`config.mk`:
```
export PLATFORM = sky130hd
export DESIGN_NAME = logic_unit_arbiter
export DESIGN_NICKNAME = d
export VERILOG_FILES = /design/src/rtl/logic_unit_arbiter.sv
export SDC_FILE = /design/constraint.sdc
export NUM_CORES = 1
export LEC_CHECK = 0
export CELL_PAD_IN_SITES_DETAIL_PLACEMENT = 0
export CELL_PAD_IN_SITES_GLOBAL_PLACEMENT = 1
export CORE_MARGIN = 8
export CORE_UTILIZATION = 33
export DETAILED_ROUTE_END_ITERATION = 12
export GPL_TIMING_DRIVEN = 0
export HOLD_SLACK_MARGIN = 0.06
export PLACE_DENSITY_LB_ADDON = 0.1
export SYNTH_ARGS = -nofsm -noshare
export SYNTH_HDL_FRONTEND = slang
export SYNTH_SLANG_ARGS = --single-unit
```
`constraint.sdc`:
```
create_clock -name clk -period 9.19 [get_ports clk]
set_input_delay 2.2975 -clock clk [delete_from_list [all_inputs] [get_ports clk]]
set_output_delay 2.2975 -clock clk [all_outputs]
set_load 0.03 [all_outputs]
```
`src/rtl/logic_unit_arbiter.sv`:
```
// -----------------------------------------------------------------------------
// logic_unit_arbiter
//
// Shares one bitwise logic unit (NOT / AND / OR / XOR) among N_REQ requesters.
// A round-robin arbiter picks one request per IDLE visit. The request then
// walks through IDLE -> EXEC -> RESP. Its result is held on a single
// valid/ready response channel until the consumer accepts it.
//
// Ports
//   clk        in   rising-edge clock
//   reset      in   synchronous, active-high reset
//   req_valid  in   [N_REQ]        per-requester request valid
//   req_ready  out  [N_REQ]        per-requester accept strobe (one-hot or zero)
//   req_op     in   [2*N_REQ]      op of requester i in [2i+1:2i]
//                                  00 NOT a, 01 AND, 10 OR, 11 XOR
//   req_a      in   [WIDTH*N_REQ]  operand a of requester i in [WIDTH*i +: WIDTH]
//   req_b      in   [WIDTH*N_REQ]  operand b, same packing (ignored for NOT)
//   rsp_valid  out  result valid
//   rsp_ready  in   consumer accepts result
//   rsp_data   out  [WIDTH]        registered result
//   rsp_id     out  [ID_W]         requester that owns rsp_data
//   busy       out  FSM not in IDLE
//   op_count   out  [16]           completed handshakes, wrapping
//                                  (only with LOGIC_ARB_OPCOUNT_EN defined)
//
// Optional feature macro: LOGIC_ARB_OPCOUNT_EN
// -----------------------------------------------------------------------------
module logic_unit_arbiter #(
  parameter int WIDTH = 16,
  parameter int N_REQ = 4,
  parameter int ID_W  = 2
) (
  input  logic                   clk,
  input  logic                   reset,
  input  logic [N_REQ-1:0]       req_valid,
  output logic [N_REQ-1:0]       req_ready,
  input  logic [2*N_REQ-1:0]     req_op,
  input  logic [WIDTH*N_REQ-1:0] req_a,
  input  logic [WIDTH*N_REQ-1:0] req_b,
  output logic                   rsp_valid,
  input  logic                   rsp_ready,
  output logic [WIDTH-1:0]       rsp_data,
  output logic [ID_W-1:0]        rsp_id,
  output logic                   busy
`ifdef LOGIC_ARB_OPCOUNT_EN
  ,
  output logic [15:0]            op_count
`endif
);

  typedef enum logic [1:0] {
    IDLE = 2'd0,
    EXEC = 2'd1,
    RESP = 2'd2
  } state_t;

  state_t state_q, state_d;

  logic [ID_W-1:0]    rr_ptr;
  logic [N_REQ-1:0]   rot;
  logic               found;
  logic [ID_W-1:0]    winner;
  logic [ID_W-1:0]    ptr_nxt;
  logic [N_REQ-1:0]   grant_vec;
  logic [1:0]         sel_op;
  logic [WIDTH-1:0]   sel_a;
  logic [WIDTH-1:0]   sel_b;

  // Latched request (stage 0: captured at grant)
  logic [1:0]         op_p0;
  logic [WIDTH-1:0]   a_p0;
  logic [WIDTH-1:0]   b_p0;
  logic [ID_W-1:0]    id_p0;

  function automatic logic [WIDTH-1:0] logic_op(input logic [1:0] op,
                                                input logic [WIDTH-1:0] a,
                                                input logic [WIDTH-1:0] b);
    logic [WIDTH-1:0] r;
    case (op)
      2'b00:   r = ~a;
      2'b01:   r = a & b;
      2'b10:   r = a | b;
      default: r = a ^ b;
    endcase
    return r;
  endfunction

  // Round-robin search: rotate the valid vector so rr_ptr lands at bit 0,
  // take the first set bit, then map the offset back to an absolute index.
  always_comb begin
    logic [ID_W:0] sum;
    rot    = N_REQ'({req_valid, req_valid} >> rr_ptr);
    found  = 1'b0;
    winner = '0;
    sum    = '0;
    for (int k = 0; k < N_REQ; k++) begin
      if (!found && rot[k]) begin
        found = 1'b1;
        sum   = {1'b0, rr_ptr} + (ID_W+1)'(k);
        if (sum >= (ID_W+1)'(N_REQ)) begin
          sum = sum - (ID_W+1)'(N_REQ);
        end
        winner = sum[ID_W-1:0];
      end
    end
  end

  assign ptr_nxt   = (winner == ID_W'(N_REQ-1)) ? '0 : winner + 1'b1;
  assign grant_vec = N_REQ'(1) << winner;
  // Reset masks the grant so nothing is accepted while reset is held.
  assign req_ready = (state_q == IDLE && found && !reset) ? grant_vec : '0;
  assign busy      = (state_q != IDLE);

  always_comb begin
    sel_op = '0;
    sel_a  = '0;
    sel_b  = '0;
    for (int i = 0; i < N_REQ; i++) begin
      if (winner == ID_W'(i)) begin
        sel_op = req_op[2*i +: 2];
        sel_a  = req_a[WIDTH*i +: WIDTH];
        sel_b  = req_b[WIDTH*i +: WIDTH];
      end
    end
  end

  always_comb begin
    state_d = state_q;
    case (state_q)
      IDLE:    if (found) state_d = EXEC;
      EXEC:    state_d = RESP;
      RESP:    if (rsp_ready) state_d = IDLE;
      default: state_d = IDLE;
    endcase
  end

  always_ff @(posedge clk) begin
    if (reset) state_q <= IDLE;
    else       state_q <= state_d;
  end

  always_ff @(posedge clk) begin
    if (reset) begin
      rr_ptr    <= '0;
      op_p0     <= '0;
      a_p0      <= '0;
      b_p0      <= '0;
      id_p0     <= '0;
      rsp_valid <= 1'b0;
      rsp_data  <= '0;
      rsp_id    <= '0;
    end else begin
      case (state_q)
        // Stage 0: capture the winner's request
        IDLE: begin
          if (found) begin
            op_p0  <= sel_op;
            a_p0   <= sel_a;
            b_p0   <= sel_b;
            id_p0  <= winner;
            rr_ptr <= ptr_nxt;
          end
        end
        // Stage 1: evaluate and register the result
        EXEC: begin
          rsp_data  <= logic_op(op_p0, a_p0, b_p0);
          rsp_id    <= id_p0;
          rsp_valid <= 1'b1;
        end
        RESP: begin
          if (rsp_ready) rsp_valid <= 1'b0;
        end
        default: ;
      endcase
    end
  end

`ifdef LOGIC_ARB_OPCOUNT_EN
  always_ff @(posedge clk) begin
    if (reset)                       op_count <= '0;
    else if (rsp_valid && rsp_ready) op_count <= op_count + 16'd1;
  end
`endif

endmodule
```
# Word-level counts from Yosys, hierarchy flattened
# Cells that the tools add are included.
# Widths: inputs -> output; s select.
dict set report word_totals {
  regBits 59
  latch_bits 0
  ram_bits 0
  romBits 0
  in_bits 143
  word_cells 85
  mem_count 0
}
dict set report op_classes {
  addsub 8
  n_mul 0
  div 0
  n_lt_le_gt_ge 4
  n_eq_ne 9
  shift 2
  muxes 32
  bitwise_logic 4
  n_reduce_logical 17
}
# operator n
set ops {}
lappend ops {{$mux 16} 8}
lappend ops {{$pmux 16 s3} 1}
lappend ops {{$mux 2} 15}
lappend ops {{$and 16x16->16} 1}
lappend ops {{$not 16->16} 1}
lappend ops {{$or 16x16->16} 1}
lappend ops {{$xor 16x16->16} 1}
lappend ops {{$ge 3x3->1 const B} 3}
lappend ops {{$eq 2x2->1 const B} 4}
lappend ops {{$shr 8x2->4} 1}
lappend ops {{$sub 2x1->2 const B} 4}
lappend ops {{$add 2x2->3 const B} 2}
lappend ops {{$eq 2x1->1 const B} 3}
lappend ops {{$logic_not 2->1} 3}
lappend ops {{$pmux 2 s3} 1}
lappend ops {{$reduce_and 2->1} 3}
lappend ops {{$logic_and 1x1->1} 5}
lappend ops {{$mux 1} 5}
lappend ops {{$logic_not 1->1} 4}
lappend ops {{$mux 4} 1}
lappend ops {{$ne 2x2->1 const B} 2}
lappend ops {{$reduce_bool 2->1} 2}
lappend ops {{$shl 1x2->4 const A} 1}
lappend ops {{$add 2x1->3 const B} 1}
lappend ops {{3 further kinds} 3}

# Depth between registers and ports, before layout
# Gate-level depths: netlist of the first run.
dict set report logic_depth {
  word_depth 16
  ltp_mapped 11
}

# Worst setup path after synthesis of the first run
# No wires, ideal clock.
dict set report synth_timing {
  path_kind {input -> output}
  start {input port req_valid[2]}
  end {output port req_ready[3]}
  t_arrival_ps 4078
  t_required_ps 6892
  path_slack_ps 2814
  stages 8
  path_buffers 3
  path_cell_list {mux2i_1 -> nor2_1 -> nor4_1 -> ha_1 -> clkbuf_1 -> clkbuf_1 -> buf_2 -> and2_1}
}
dict set report synth_via {
  elab_cells_between_ends 19
  cone_classes {shift (2); mux (9); reduce/logical (8)}
}
# element line
set synth_lines {}
lappend synth_lines {{from (decl)} 35} ;# input logic [N_REQ-1:0] req_valid,
lappend synth_lines {{$shr 8x2->4 *} 92} ;# rot = N_REQ'({req_valid, req_valid} >> rr_ptr);
lappend synth_lines {{$mux 1} 97} ;# if (!found && rot[k]) begin
lappend synth_lines {{$logic_not 1->1} 97}
lappend synth_lines {{$logic_and 1x1->1} 97}
lappend synth_lines {{$mux 1} 97}
lappend synth_lines {{$logic_not 1->1} 97}
lappend synth_lines {{$logic_and 1x1->1} 97}
lappend synth_lines {{$mux 1} 97}
lappend synth_lines {{$logic_not 1->1} 97}
lappend synth_lines {{$logic_and 1x1->1} 97}
lappend synth_lines {{$mux 2 *} 97}
lappend synth_lines {{net winner[0]} 62} ;# logic [ID_W-1:0] winner;
lappend synth_lines {{$shl 1x2->4 *} 109} ;# assign grant_vec = N_REQ'(1) << winner;
lappend synth_lines {{$mux 4 *} 111} ;# assign req_ready = (state_q == IDLE && found && !reset) ? grant_vec : '0;
lappend synth_lines {{to (decl)} 36} ;# output logic [N_REQ-1:0] req_ready,
# The timed path passes the listed nets; every way through them passes the cells marked *.

# Worst setup path in the final report of the first run
dict set report layout_timing {
  start {input port req_valid[3]}
  end {output port req_ready[3]}
}
# The elaborated chain is that of the path after synthesis.

==> flow_summary.ini, run 1 <==
[outcome]
status = complete, no violations

[power]
power.leakage_uw = 0.00258
ir_worst_vdd_uv = 71.2
pwr_density_cell_nw_per_um2 = 193

[die]
core-area_sq_um = 12500
rows = 41
start_util_pct = 33.6
fp.dieH_microns = 129
ios = 167
die_area_sq_um = 16600
die_w_microns = 129

[cts]
cts_sinks = 59
cts_setup_buffers = 0
h-tree-depth = 3
clock-root-buffer = clkbuf_16
postCtsResizedCells = 0
clk_latency_ns = 0.33
numCtsBuffers = 9
cts_tree = built
cts_max_path_buffers = 2
cts.clk_slew.worst_paths_ns = 0.05
cts_hold_buffers = 0

[detailed_routing]
drc = 0
drt-total-wl_microns = 16600
dr.pass1.iters = 4
drt-initial-drc-count = 222
routedWlPerCell_microns = 18.5
vias_per_cell = 5.01
vias = 4501
antenna_left = 0

[global_route]
grt_max_degree = 11
grt_usage_pct = 20.0
overflow = 0
antenna_found_initial = 1
grt_pass1_wl_microns = 25300
grt_pass1_vias = 4689

[timing]
max_slew_margin_pct = 45.9
setup_viol = 0
fmax_mhz = 124
hold_viol = 0
finalCriticalPeriod_ns = 8.04
holdWs_ns = 0.454
drv_slew = 0
worst_pin_slew_ns = 0.811
timing.final.crit_share_pct = 87.4
skew_ns = 0.00726
rsz0062_at_grt = false
totalNegativeSetupSlack_ns = 0

[placement]
place_congestion = 0.904
place.port_buffers = 165
dp_hpwl_microns = 13900

[synth]
syn-cell-area_sq_um = 4200
syn_nets = 725
synthCells = 546
synth.distinct_cells = 31
yosysSeqAreaShare_pct = 28.1
synth-seq-cells = 59
ys_warn_count = 0
syn_area_per_cell_sq_um = 7.69

[critical_path]
cp.depth = 10
critPathLaunchType = input port
crit_family = buffers and inverters
crit_chain = clkdlybuf4s50_1 -> nand2b_1 -> a21oi_1 -> nor4_1 -> ha_1 -> clkbuf_1 -> clkbuf_1 -> buf_2 -> and2_1 -> clkdlybuf4s50_1
cp-startpoint = req_valid[3]
slowest_stage = nor4_1
path_buf_inv = 5
cpPeakStageDelay_ns = 0.68
timing.reg2reg.worst_path_depth = 11
cp_data_required_time_ns = 6.89
arrival_ns = 5.74
crit_path_end_kind = output pin
r2r_start = rr_ptr[1]
critPathKind = input port to output pin
worstPathMaxFanout = 10

[finish]
fillers = 1271
area_delta_synth_final_pct = 51.1
finalNetCount = 901
layout_commonest_cell = clkdlybuf4s50_1
insertedDiodeCount = 0
drive_gt1_share_pct = 6.75
layout_common_cells = clkdlybuf4s50_1 (165), inv_1 (85), a21oi_1 (78)

[run]
max-cap-violations = 0

[min_path]
worstHoldPathType = register to register
min-delay-start = rsp_id[1]
hold_depth = 2
[metal layers]
layer  vias up  routed length [microns]  global-route usage [%]
met4         2                      192                    5.11
li1       2244                        -                       -
met3        14                     1530                    8.23
met5         -                       13                       0
met2       146                     7550                    32.0
met1      2095                     7310                    24.2
[cell type report]
class / count / area (sq um) / share of cell area [%]
Multi-Input combinational cell: 351 / 2460 / 38.7
Timing Repair Buffer: 165 / 1650 / 26.0
Sequential cell: 59 / 1180 / 18.6
Inverter: 85 / 319 / 5.03
Clock buffer: 13 / 270 / 4.26
Buffer: 51 / 241 / 3.80
Tap cell: 172 / 215 / 3.39
Clock inverter: 2 / 10.0 / 0.158
[flip-flops by register name, indices dropped and copies added, names as in the netlist]
| name | cells |
|---|---|
| a_p0 | 16 |
| rr_ptr | 2 |
| op_p0 | 2 |
| id_p0 | 2 |
| b_p0 | 16 |
| rsp_valid | 1 |
| rsp_id | 2 |
| state_q | 2 |
| rsp_data | 16 |
[logic make-up after synthesis]
logic type	Yosys count	share of synthesized area, %
and+or+nand+nor	117	12.3
muxes	17	8.82
DFF	59	28.1
buffers and inverters	136	13.3
AOI/OAI and AO/OA	181	26.7
adders and majority gates	36	10.7
[synthesized netlist by cell type, drive strengths merged]
| cell | count | area share [%] |
|---|---|---|
| or2 | 2 | 0.36 |
| o22ai | 1 | 0.15 |
| a21oi | 78 | 9.3 |
| clkbuf | 34 | 3.0 |
| nand2 | 43 | 3.8 |
| o21a | 1 | 0.18 |
| dfxtp | 59 | 28 |
| o21ai | 34 | 4.1 |
| nor4 | 2 | 0.30 |
| a221oi | 34 | 7.1 |
| ha | 36 | 11 |
| or4 | 1 | 0.27 |
| or3b | 1 | 0.21 |
| inv | 85 | 7.6 |
| nor2 | 38 | 3.4 |
| mux2i | 1 | 0.24 |
| nor2b | 2 | 0.30 |
| mux4 | 16 | 8.6 |
| and2 | 5 | 0.74 |
| o31ai | 1 | 0.18 |
| a211oi | 32 | 5.7 |
| nor3 | 19 | 2.3 |
| nand3b | 1 | 0.18 |
| buf | 17 | 2.7 |
| or2b | 1 | 0.18 |
| nand2b | 2 | 0.30 |
[worst paths after layout]
path | endpoint | slack, ns
max | req_ready[3] | 1.15
min | rsp_id[1] | 0.45
max reg2reg | b_p0[10] | 5.75
min reg2reg | rsp_id[1] | 0.45
[per-stage QoR]
stage	instances	cell area (sq um)	util, %	worst slack (ns)	total power, uW
final	898	6350	50.7	1.15	1230
after floorplan	546	4200	-	2.81	689
after global placement	883	6070	48.5	1.12	898
after CTS	898	6350	50.7	1.08	1230
after detailed placement	883	6070	48.5	1.06	916
after global routing	898	6350	50.7	0.886	1310
[worst register-to-register path: stages (launching register included)]
cell,delay (ns)
dfxtp_1,0.42
mux2i_1,0.23
nor2_1,0.07
nor4_1,0.66
inv_1,0.15
ha_1,0.24
clkbuf_1,0.19
clkbuf_1,0.25
a21oi_1,0.17
o21ai_0,0.10
a221oi_1,0.71
a211oi_1,0.10
[power breakdown]
group | total [uW] | switching (uW) | internal, uW
registers | 327 | 24.3 | 302
logic | 586 | 329 | 257
clock network | 312 | 111 | 202
Power figures use the tool's default switching activity.
==> inputs of run 2 (changes only) <==
- CTS_BUF_LIST: unset -> sky130_fd_sc_hd__clkbuf_8 sky130_fd_sc_hd__clkbuf_16
==> flow_summary.ini, run 2 (synthesis results as in run 1) <==
[cts]
cts_tree = built
cts_setup_buffers = 0
clock-root-buffer = clkbuf_16
cts_sinks = 59
cts.clk_slew.worst_paths_ns = 0.05
cts_max_path_buffers = 2
postCtsResizedCells = 0
clk_latency_ns = 0.33
h-tree-depth = 3
cts_hold_buffers = 0
numCtsBuffers = 9

[die]
start_util_pct = 33.6
fp.dieH_microns = 129
die_area_sq_um = 16600
die_w_microns = 129
rows = 41
core-area_sq_um = 12500
ios = 167

[global_route]
grt_pass1_wl_microns = 25300
grt_usage_pct = 20.0
antenna_found_initial = 1
overflow = 0
grt_max_degree = 11
grt_pass1_vias = 4689

[timing]
fmax_mhz = 124
timing.final.crit_share_pct = 87.5
worst_pin_slew_ns = 0.811
drv_slew = 0
finalCriticalPeriod_ns = 8.04
rsz0062_at_grt = false
max_slew_margin_pct = 45.9
skew_ns = 0.00726
setup_viol = 0
hold_viol = 0
totalNegativeSetupSlack_ns = 0

[finish]
finalNetCount = 901
drive_gt1_share_pct = 6.75
fillers = 1271
layout_commonest_cell = clkdlybuf4s50_1
reg_top3 = a_p0 x16, b_p0 x16, rsp_data x16
layout_common_cells = clkdlybuf4s50_1 (165), inv_1 (86), a21oi_1 (78)
area_delta_synth_final_pct = 51.1
insertedDiodeCount = 0

[detailed_routing]
vias = 4501
antenna_left = 0
vias_per_cell = 5.01
drt-initial-drc-count = 222
drt-total-wl_microns = 16600
drc = 0
routedWlPerCell_microns = 18.5
dr.pass1.iters = 4

[critical_path]
worstPathMaxFanout = 10
critPathLaunchType = input port
crit_path_end_kind = output pin
critPathKind = input port to output pin
cp_data_required_time_ns = 6.89
arrival_ns = 5.74

[power]
power_frac_seq_pct = 26.7
pwr-share-clk_pct = 25.4
switching_power_uw = 465
p_total_uw = 1220
comb_power_share_pct = 47.9
ir_worst_vdd_uv = 71.2
pwr_density_cell_nw_per_um2 = 193
switching_share_pct = 38.0
power.leakage_uw = 0.00259
p_int_uw = 759

[min_path]
worstHoldPathType = register to register

[run]
max-cap-violations = 0

[placement]
place_congestion = 0.904
place.port_buffers = 165
dp_hpwl_microns = 13900

[outcome]
status = complete, no violations
-- run 2: changes by cell type in the layout (fill, tap and decap cells not counted), sizes merged --
cell / previous run / this run
inv: 85 / 86
clkbuf: 47 / 46
-- run 2: worst paths after layout --
check,from,end,slack (ns),cells past startpoint
worst max-delay path,req_valid[3],req_ready[3],1.15,10
worst min-delay path,rsp_id[1],rsp_id[1],0.45,2
worst max register to register,rr_ptr[1],b_p0[10],5.74,11
worst min register to register,rsp_id[1],rsp_id[1],0.45,2
-- run 2: worst max-delay path, stage by stage --
cell	delay (ns)
clkdlybuf4s50_1	0.53
nand2b_1	0.12
a21oi_1	0.08
nor4_1	0.68
ha_1	0.25
clkbuf_1	0.23
clkbuf_1	0.41
buf_2	0.31
and2_1	0.15
clkdlybuf4s50_1	0.68
-- run 2: layout make-up --
class / instances / area (sq um) / share of cell area [%]
Buffer: 51 / 241 / 3.80
Clock buffer: 12 / 267 / 4.20
Clock inverter: 3 / 13.8 / 0.217
Inverter: 85 / 319 / 5.03
Multi-Input combinational cell: 351 / 2460 / 38.7
Sequential cell: 59 / 1180 / 18.6
Tap cell: 172 / 215 / 3.39
Timing Repair Buffer: 165 / 1650 / 26.0
-- run 2: per-layer routing --
layer / global-route usage, % / part of all wire (%) / vias to the layer above
met5: 0 / 0.078 / -
met4: 5.11 / 1.2 / 2
met3: 8.23 / 9.2 / 14
met1: 24.2 / 44 / 2095
met2: 32.0 / 45 / 146
li1: - / - / 2244
-- run 2: power by group through the flow --
stage                     clock (uW)  combinational, uW  sequential (uW)
after floorplan                    0                341              349
after global placement             0                569              329
after detailed placement           0                584              332
after CTS                        317                587              327
after global routing             328                647              331
final                            311                586              327
-- run 2: stage by stage --
stage | utilization, % | setup WS, ns | cell area (sq um) | instances | hold WS (ns)
after floorplan | - | 2.81 | 4200 | 546 | 0.432
after global placement | 48.5 | 1.12 | 6070 | 883 | 0.446
after detailed placement | 48.5 | 1.06 | 6070 | 883 | 0.449
after CTS | 50.7 | 1.08 | 6350 | 898 | 0.456
after global routing | 50.7 | 0.886 | 6350 | 898 | 0.480
final | 50.7 | 1.15 | 6350 | 898 | 0.454
==> inputs of run 3 (changes only) <==
- CTS_CLUSTER_DIAMETER: unset -> 40
==> results of run 3 <==
The final DEF is identical to that of run 2; final timing and power are the same.
